===== src/rtl/vga_timing_gen.sv =====
`default_nettype none
// ============================================================================
// Module   : vga_timing_gen
// Brief    : Raster timing generator for the 640x480 @ 60 Hz display path.
//            Free-running pixel/line counters are decoded into DrawX/DrawY,
//            blank, active-low hs/vs, frame/line markers and a frame counter.
//            Every output is registered from the same pre-increment counter
//            state, so all outputs describe the same pixel in the same cycle.
// Revision : 1.0 - initial release
// ============================================================================
module vga_timing_gen #(
    parameter int H_VISIBLE = 640,  // visible pixels per line
    parameter int H_FP      = 16,   // horizontal front porch
    parameter int H_SYNC    = 96,   // horizontal sync width
    parameter int H_BP      = 48,   // horizontal back porch
    parameter int V_VISIBLE = 480,  // visible lines per frame
    parameter int V_FP      = 10,   // vertical front porch
    parameter int V_SYNC    = 2,    // vertical sync width
    parameter int V_BP      = 33    // vertical back porch
) (
    input  logic       vga_clk,
    input  logic       reset_n,
    output logic       hs,
    output logic       vs,
    output logic       blank,
    output logic [9:0] DrawX,
    output logic [9:0] DrawY,
    output logic       frame_start,
    output logic       line_end,
    output logic [7:0] frame_count
);

    // ------------------------------------------------------------------------
    // Derived timing constants
    // ------------------------------------------------------------------------
    localparam int c_h_total = H_VISIBLE + H_FP + H_SYNC + H_BP;
    localparam int c_v_total = V_VISIBLE + V_FP + V_SYNC + V_BP;

    // Counters are 10 bits wide, so neither total may exceed 1024.
    generate
        if (c_h_total > 1024) begin : g_h_total_check
            $error("vga_timing_gen: horizontal total exceeds 1024");
        end
        if (c_v_total > 1024) begin : g_v_total_check
            $error("vga_timing_gen: vertical total exceeds 1024");
        end
    endgenerate

    localparam logic [9:0]  c_h_last     = 10'(c_h_total - 1);
    localparam logic [9:0]  c_v_last     = 10'(c_v_total - 1);
    localparam logic [9:0]  c_hs_first   = 10'(H_VISIBLE + H_FP);
    localparam logic [9:0]  c_hs_last    = 10'(H_VISIBLE + H_FP + H_SYNC - 1);
    localparam logic [9:0]  c_vs_first   = 10'(V_VISIBLE + V_FP);
    localparam logic [9:0]  c_vs_last    = 10'(V_VISIBLE + V_FP + V_SYNC - 1);
    // Visible widths may legally equal 1024, so compare them at 11 bits.
    localparam logic [10:0] c_h_visible  = 11'(H_VISIBLE);
    localparam logic [10:0] c_v_visible  = 11'(V_VISIBLE);

    // ------------------------------------------------------------------------
    // Raster counters
    // ------------------------------------------------------------------------
    logic [9:0] r_hc;
    logic [9:0] r_vc;
    logic [9:0] w_hc_next;
    logic [9:0] w_vc_next;
    logic       w_h_last;
    logic       w_v_last;

    assign w_h_last = (r_hc == c_h_last);
    assign w_v_last = (r_vc == c_v_last);

    // Next-count logic: hc wraps at end of line, vc advances only on that wrap.
    always_comb begin
        w_hc_next = r_hc + 10'd1;
        w_vc_next = r_vc;
        if (w_h_last) begin
            w_hc_next = 10'd0;
            if (w_v_last) begin
                w_vc_next = 10'd0;
            end else begin
                w_vc_next = r_vc + 10'd1;
            end
        end
    end

    // Counter registers; a reset always restarts the raster at (0,0).
    always_ff @(posedge vga_clk or negedge reset_n) begin
        if (!reset_n) begin
            r_hc <= 10'd0;
            r_vc <= 10'd0;
        end else begin
            r_hc <= w_hc_next;
            r_vc <= w_vc_next;
        end
    end

    // ------------------------------------------------------------------------
    // Decode of the current (pre-increment) counter state
    // ------------------------------------------------------------------------
    logic w_hs_active;
    logic w_vs_active;
    logic w_visible;
    logic w_frame_start;

    assign w_hs_active   = (r_hc >= c_hs_first) && (r_hc <= c_hs_last);
    assign w_vs_active   = (r_vc >= c_vs_first) && (r_vc <= c_vs_last);
    assign w_visible     = ({1'b0, r_hc} < c_h_visible) &&
                           ({1'b0, r_vc} < c_v_visible);
    assign w_frame_start = (r_hc == 10'd0) && (r_vc == 10'd0);

    // ------------------------------------------------------------------------
    // Registered output stage
    // ------------------------------------------------------------------------
    // All outputs load from the same counter snapshot to stay pixel-aligned.
    always_ff @(posedge vga_clk or negedge reset_n) begin
        if (!reset_n) begin
            DrawX       <= 10'd0;
            DrawY       <= 10'd0;
            hs          <= 1'b1;
            vs          <= 1'b1;
            blank       <= 1'b0;
            frame_start <= 1'b0;
            line_end    <= 1'b0;
        end else begin
            DrawX       <= r_hc;
            DrawY       <= r_vc;
            hs          <= ~w_hs_active;
            vs          <= ~w_vs_active;
            blank       <= w_visible;
            frame_start <= w_frame_start;
            line_end    <= w_h_last;
        end
    end

    // Frame counter steps on the same edge that raises frame_start, so the
    // new count is visible in the first cycle of its frame.
    always_ff @(posedge vga_clk or negedge reset_n) begin
        if (!reset_n) begin
            frame_count <= 8'd0;
        end else if (w_frame_start) begin
            frame_count <= frame_count + 8'd1;
        end
    end

endmodule
`default_nettype wire


===== config.mk =====
export PLATFORM = sky130hd
export DESIGN_NAME = vga_timing_gen
export DESIGN_NICKNAME = d
export VERILOG_FILES = /design/src/rtl/vga_timing_gen.sv
export SDC_FILE = /design/constraint.sdc
export NUM_CORES = 1
export LEC_CHECK = 0
export BUFFER_PORTS_ARGS = -buffer_cell sky130_fd_sc_hd__buf_2
export CAP_MARGIN = 20
export CELL_PAD_IN_SITES_DETAIL_PLACEMENT = 1
export CELL_PAD_IN_SITES_GLOBAL_PLACEMENT = 1
export CORE_ASPECT_RATIO = 1.2
export CORE_UTILIZATION = 44
export DETAILED_ROUTE_END_ITERATION = 10
export GPL_TIMING_DRIVEN = 0
export PLACE_DENSITY = 0.89
export REMOVE_ABC_BUFFERS = 1
export SLEW_MARGIN = 10
export SYNTH_ARGS = -nofsm -noshare
export SYNTH_HDL_FRONTEND = slang
export SYNTH_SLANG_ARGS = --single-unit

===== constraint.sdc =====
create_clock -name vga_clk -period 2.53 [get_ports vga_clk]
set_input_delay 0.506 -clock vga_clk [delete_from_list [all_inputs] [get_ports vga_clk]]
set_output_delay 0.506 -clock vga_clk [all_outputs]
set_load 0.03 [all_outputs]

==> run metrics <==
Worst Setup Start Kind flip-flop; crit share post-route 91.7%; Via-to-Cell Ratio 5.53; Max Cap Viol 0; CP peak stage delay 0.58 ns; final slew viol count 0; Hold Path Class in -> async; Placed Area 2390 µm²; Crit path max-delay family simple AND/OR/NAND/NOR gates; VDD IR-drop max 217 µV; RR Endpoint frame_count[1]$_DFFE_PN0P_; clk root buf clkbuf_8; CTS Hold Bufs 0; CP max-delay cell or4_1; area grow syn2layout 14.8%; status completed; Layout fillers 509; initial antenna violation count 0; area occupied by multi-input gates 771 µm²; post-synthesis cell area 2160 µm²; Slew Limit Headroom 40.2%; adder-cell share of the synthesized area 3.48%; Post-Synth XOR/XNOR Area 6.90%; PortBufs 34; CTS tree built; I/O Pins 35; Clk Latency, worst-skew pair 0.30 ns; Leak 1.24 nW; nets@finish 218; WP data required 2.72 ns; Yosys cell types 38; # setup viols final 0; Synth Area in Compound Gates 4.87%; vias in the first global route 1586; initial detailed-routing violation count 72; top cells by area, synth dfrtp_1 59%, xor2_1 4.5%, ha_1 3.5%; Die Height 78.7 µm; Worst R2R Setup Slack 0.21 ns; multiplexer share of the synthesized area 1.62%; first-pass GRT wire length 8330 µm; Post-synth EDFFs 0; R2R depth 4; Vias 1482; starting density of the core 46.3%; crit path DAT 2.51 ns; drt drc 0; Die Area 5190 µm²; Post-Syn Area per Cell 12.3 µm²; register area 1330 µm²; Setup WS post-layout 0.210 ns; reg2reg start r_vc[6]$_DFFE_PN0P_; dpl ws 0.248 ns; drt wl/cell 18.2 µm; critical setup path kind reg -> reg; critical-path maximum fanout 9; Synth top area share 59.1%; post-layout min period 2.32 ns; clk_skew 0.00581 ns; pin count of the biggest net entering global routing 28; post-synthesis simple-gate area fraction 18.6%; PwrDens 541 nW/µm²; post-CTS setup buffer count 0; Crit. End Element flip-flop; final core utilization 53.2%; Reg clk slew, reported paths 0.09 ns; Commonest cells post-synth 51 x dfrtp_1, 12 x nand3_1, 11 x xor2_1; CTS buffer count 5; Die X-Extent 65.9 µm; DR pass1 iterations 4; Slew @ Worst Pin 0.893 ns; ANT nets after route 0; design area 2480 µm²; CP Buf/Inv Count 0; CTS sink cnt 53; post-synthesis sequential area ratio 61.6%; Ys Warns 0; RSZ-0062 raised after global routing no; main combinational cell family by area after synthesis simple AND/OR/NAND/NOR gates; final wirelength 4880 µm; layout cell share with drive strength beyond 1 23.8%; cell count after synthesis 175; row count 27; count leader, synth dfrtp_1; post-synthesis register bit count 53; Async SR Flop Fraction 100%; Ant. Diodes 0; DPL Wire Length 3360 µm; critical path depth 4; Most used DFF post-synth dfrtp_1; cell taking the most area after synthesis dfrtp_1; core footprint 4660 µm²; post-cts sizing count 0; RePlAce Congestion 0.776; Total Routing Usage GR 21.6%; CP Cell Sequence or4_1 > or3_1 > nor3_4 > mux2_4; fmax 0.431 GHz; gr ovfl total 0; H-Tree Depth 2; final hold violation count 0; Clock Path Buffers 2
==> placed cells by master, fill, tap and decap left out, drive strengths merged, types with 2 or more instances in the layout <==
cell type / n
clkbuf: 7
nor4: 7
and3: 3
nor4b: 2
nand4: 5
xor2: 11
nand2: 5
inv: 8
o21a: 2
dfrtp: 51
mux2i: 2
nand3: 12
nor2b: 5
a22o: 3
ha: 6
o21ai: 7
buf: 35
dfstp: 2
xnor2: 6
nor3: 8
nor2: 7
or3: 3
==> layer usage <==
layer	up-vias	share of wire [%]	global-route usage [%]
met5	-	0	0
met3	7	3.5	3.88
met4	0	1.6	7.45
met2	35	55	37.6
li1	683	-	-
met1	757	40	26.6
==> layout make-up <==
| class | count | area share (%) |
|---|---|---|
| Sequential cell | 53 | 53.6 |
| Multi-Input combinational cell | 107 | 31.1 |
| Timing Repair Buffer | 35 | 7.67 |
| Clock buffer | 7 | 3.48 |
| Tap cell | 58 | 2.93 |
| Inverter | 8 | 1.21 |
==> worst max-delay path by stage <==
stage                        start                         end  slack [ns]
2_1_floorplan  r_vc[6]$_DFFE_PN0P_  frame_count[1]$_DFFE_PN0P_        0.43
3_3_place_gp     r_hc[5]$_DFF_PN0_         r_vc[0]$_DFFE_PN0P_       -0.17
3_5_place_dp   r_vc[6]$_DFFE_PN0P_  frame_count[1]$_DFFE_PN0P_        0.25
4_1_cts        r_vc[6]$_DFFE_PN0P_  frame_count[1]$_DFFE_PN0P_        0.21
5_1_grt          r_hc[0]$_DFF_PN0_         r_vc[3]$_DFFE_PN0P_        0.06
6_report       r_vc[6]$_DFFE_PN0P_  frame_count[1]$_DFFE_PN0P_        0.21
==> kinds of logic (layout without fill, tap and decap cells) <==
| family | count (synthesis) | in the layout |
|---|---|---|
| and+or+nand+nor | 65 | 65 |
| DFF | 53 | 53 |
| xor gates and xnor gates | 17 | 17 |
| AOI/OAI and AO/OA | 16 | 16 |
| buffers and inverters | 15 | 50 |
| adders and majority gates | 6 | 6 |
| muxes | 3 | 3 |
==> where the power goes <==
| group | switching (W) | total (W) | internal [W] |
|---|---|---|---|
| clock network | 0.000256 | 0.000474 | 0.000218 |
| registers | 0 | 0.000846 | 0.000846 |
| logic | 0.0000161 | 0.0000197 | 0.00000363 |
==> worst reg2reg max path, stage by stage (launching register included) <==
cell and delay [ns]:
dfrtp_1 0.43, or4_1 0.58, or3_1 0.55, nor3_4 0.34
mux2_4 0.32
==> flip-flops by register name, summed over array words and instances, names as in the netlist <==
| signal | count |
|---|---|
| DrawX | 10 |
| DrawY | 10 |
| r_hc | 10 |
| r_vc | 10 |
| frame_count | 8 |
| blank | 1 |
| frame_start | 1 |
| hs | 1 |
| line_end | 1 |
| vs | 1 |
==> through the flow <==
stage / hold WS (ns) / total power [W] / std cells / TNS, ns
after detailed placement: 0.425 / 0.000884 / 261 / 0
after CTS: 0.225 / 0.00135 / 268 / 0
after global routing: 0.243 / 0.00138 / 268 / 0
after floorplan: 0.210 / 0.000863 / 168 / 0
after global placement: 0.424 / 0.000880 / 260 / -0.696
final: 0.213 / 0.00134 / 268 / 0
Note: power is estimated with default switching activity, not from simulation.
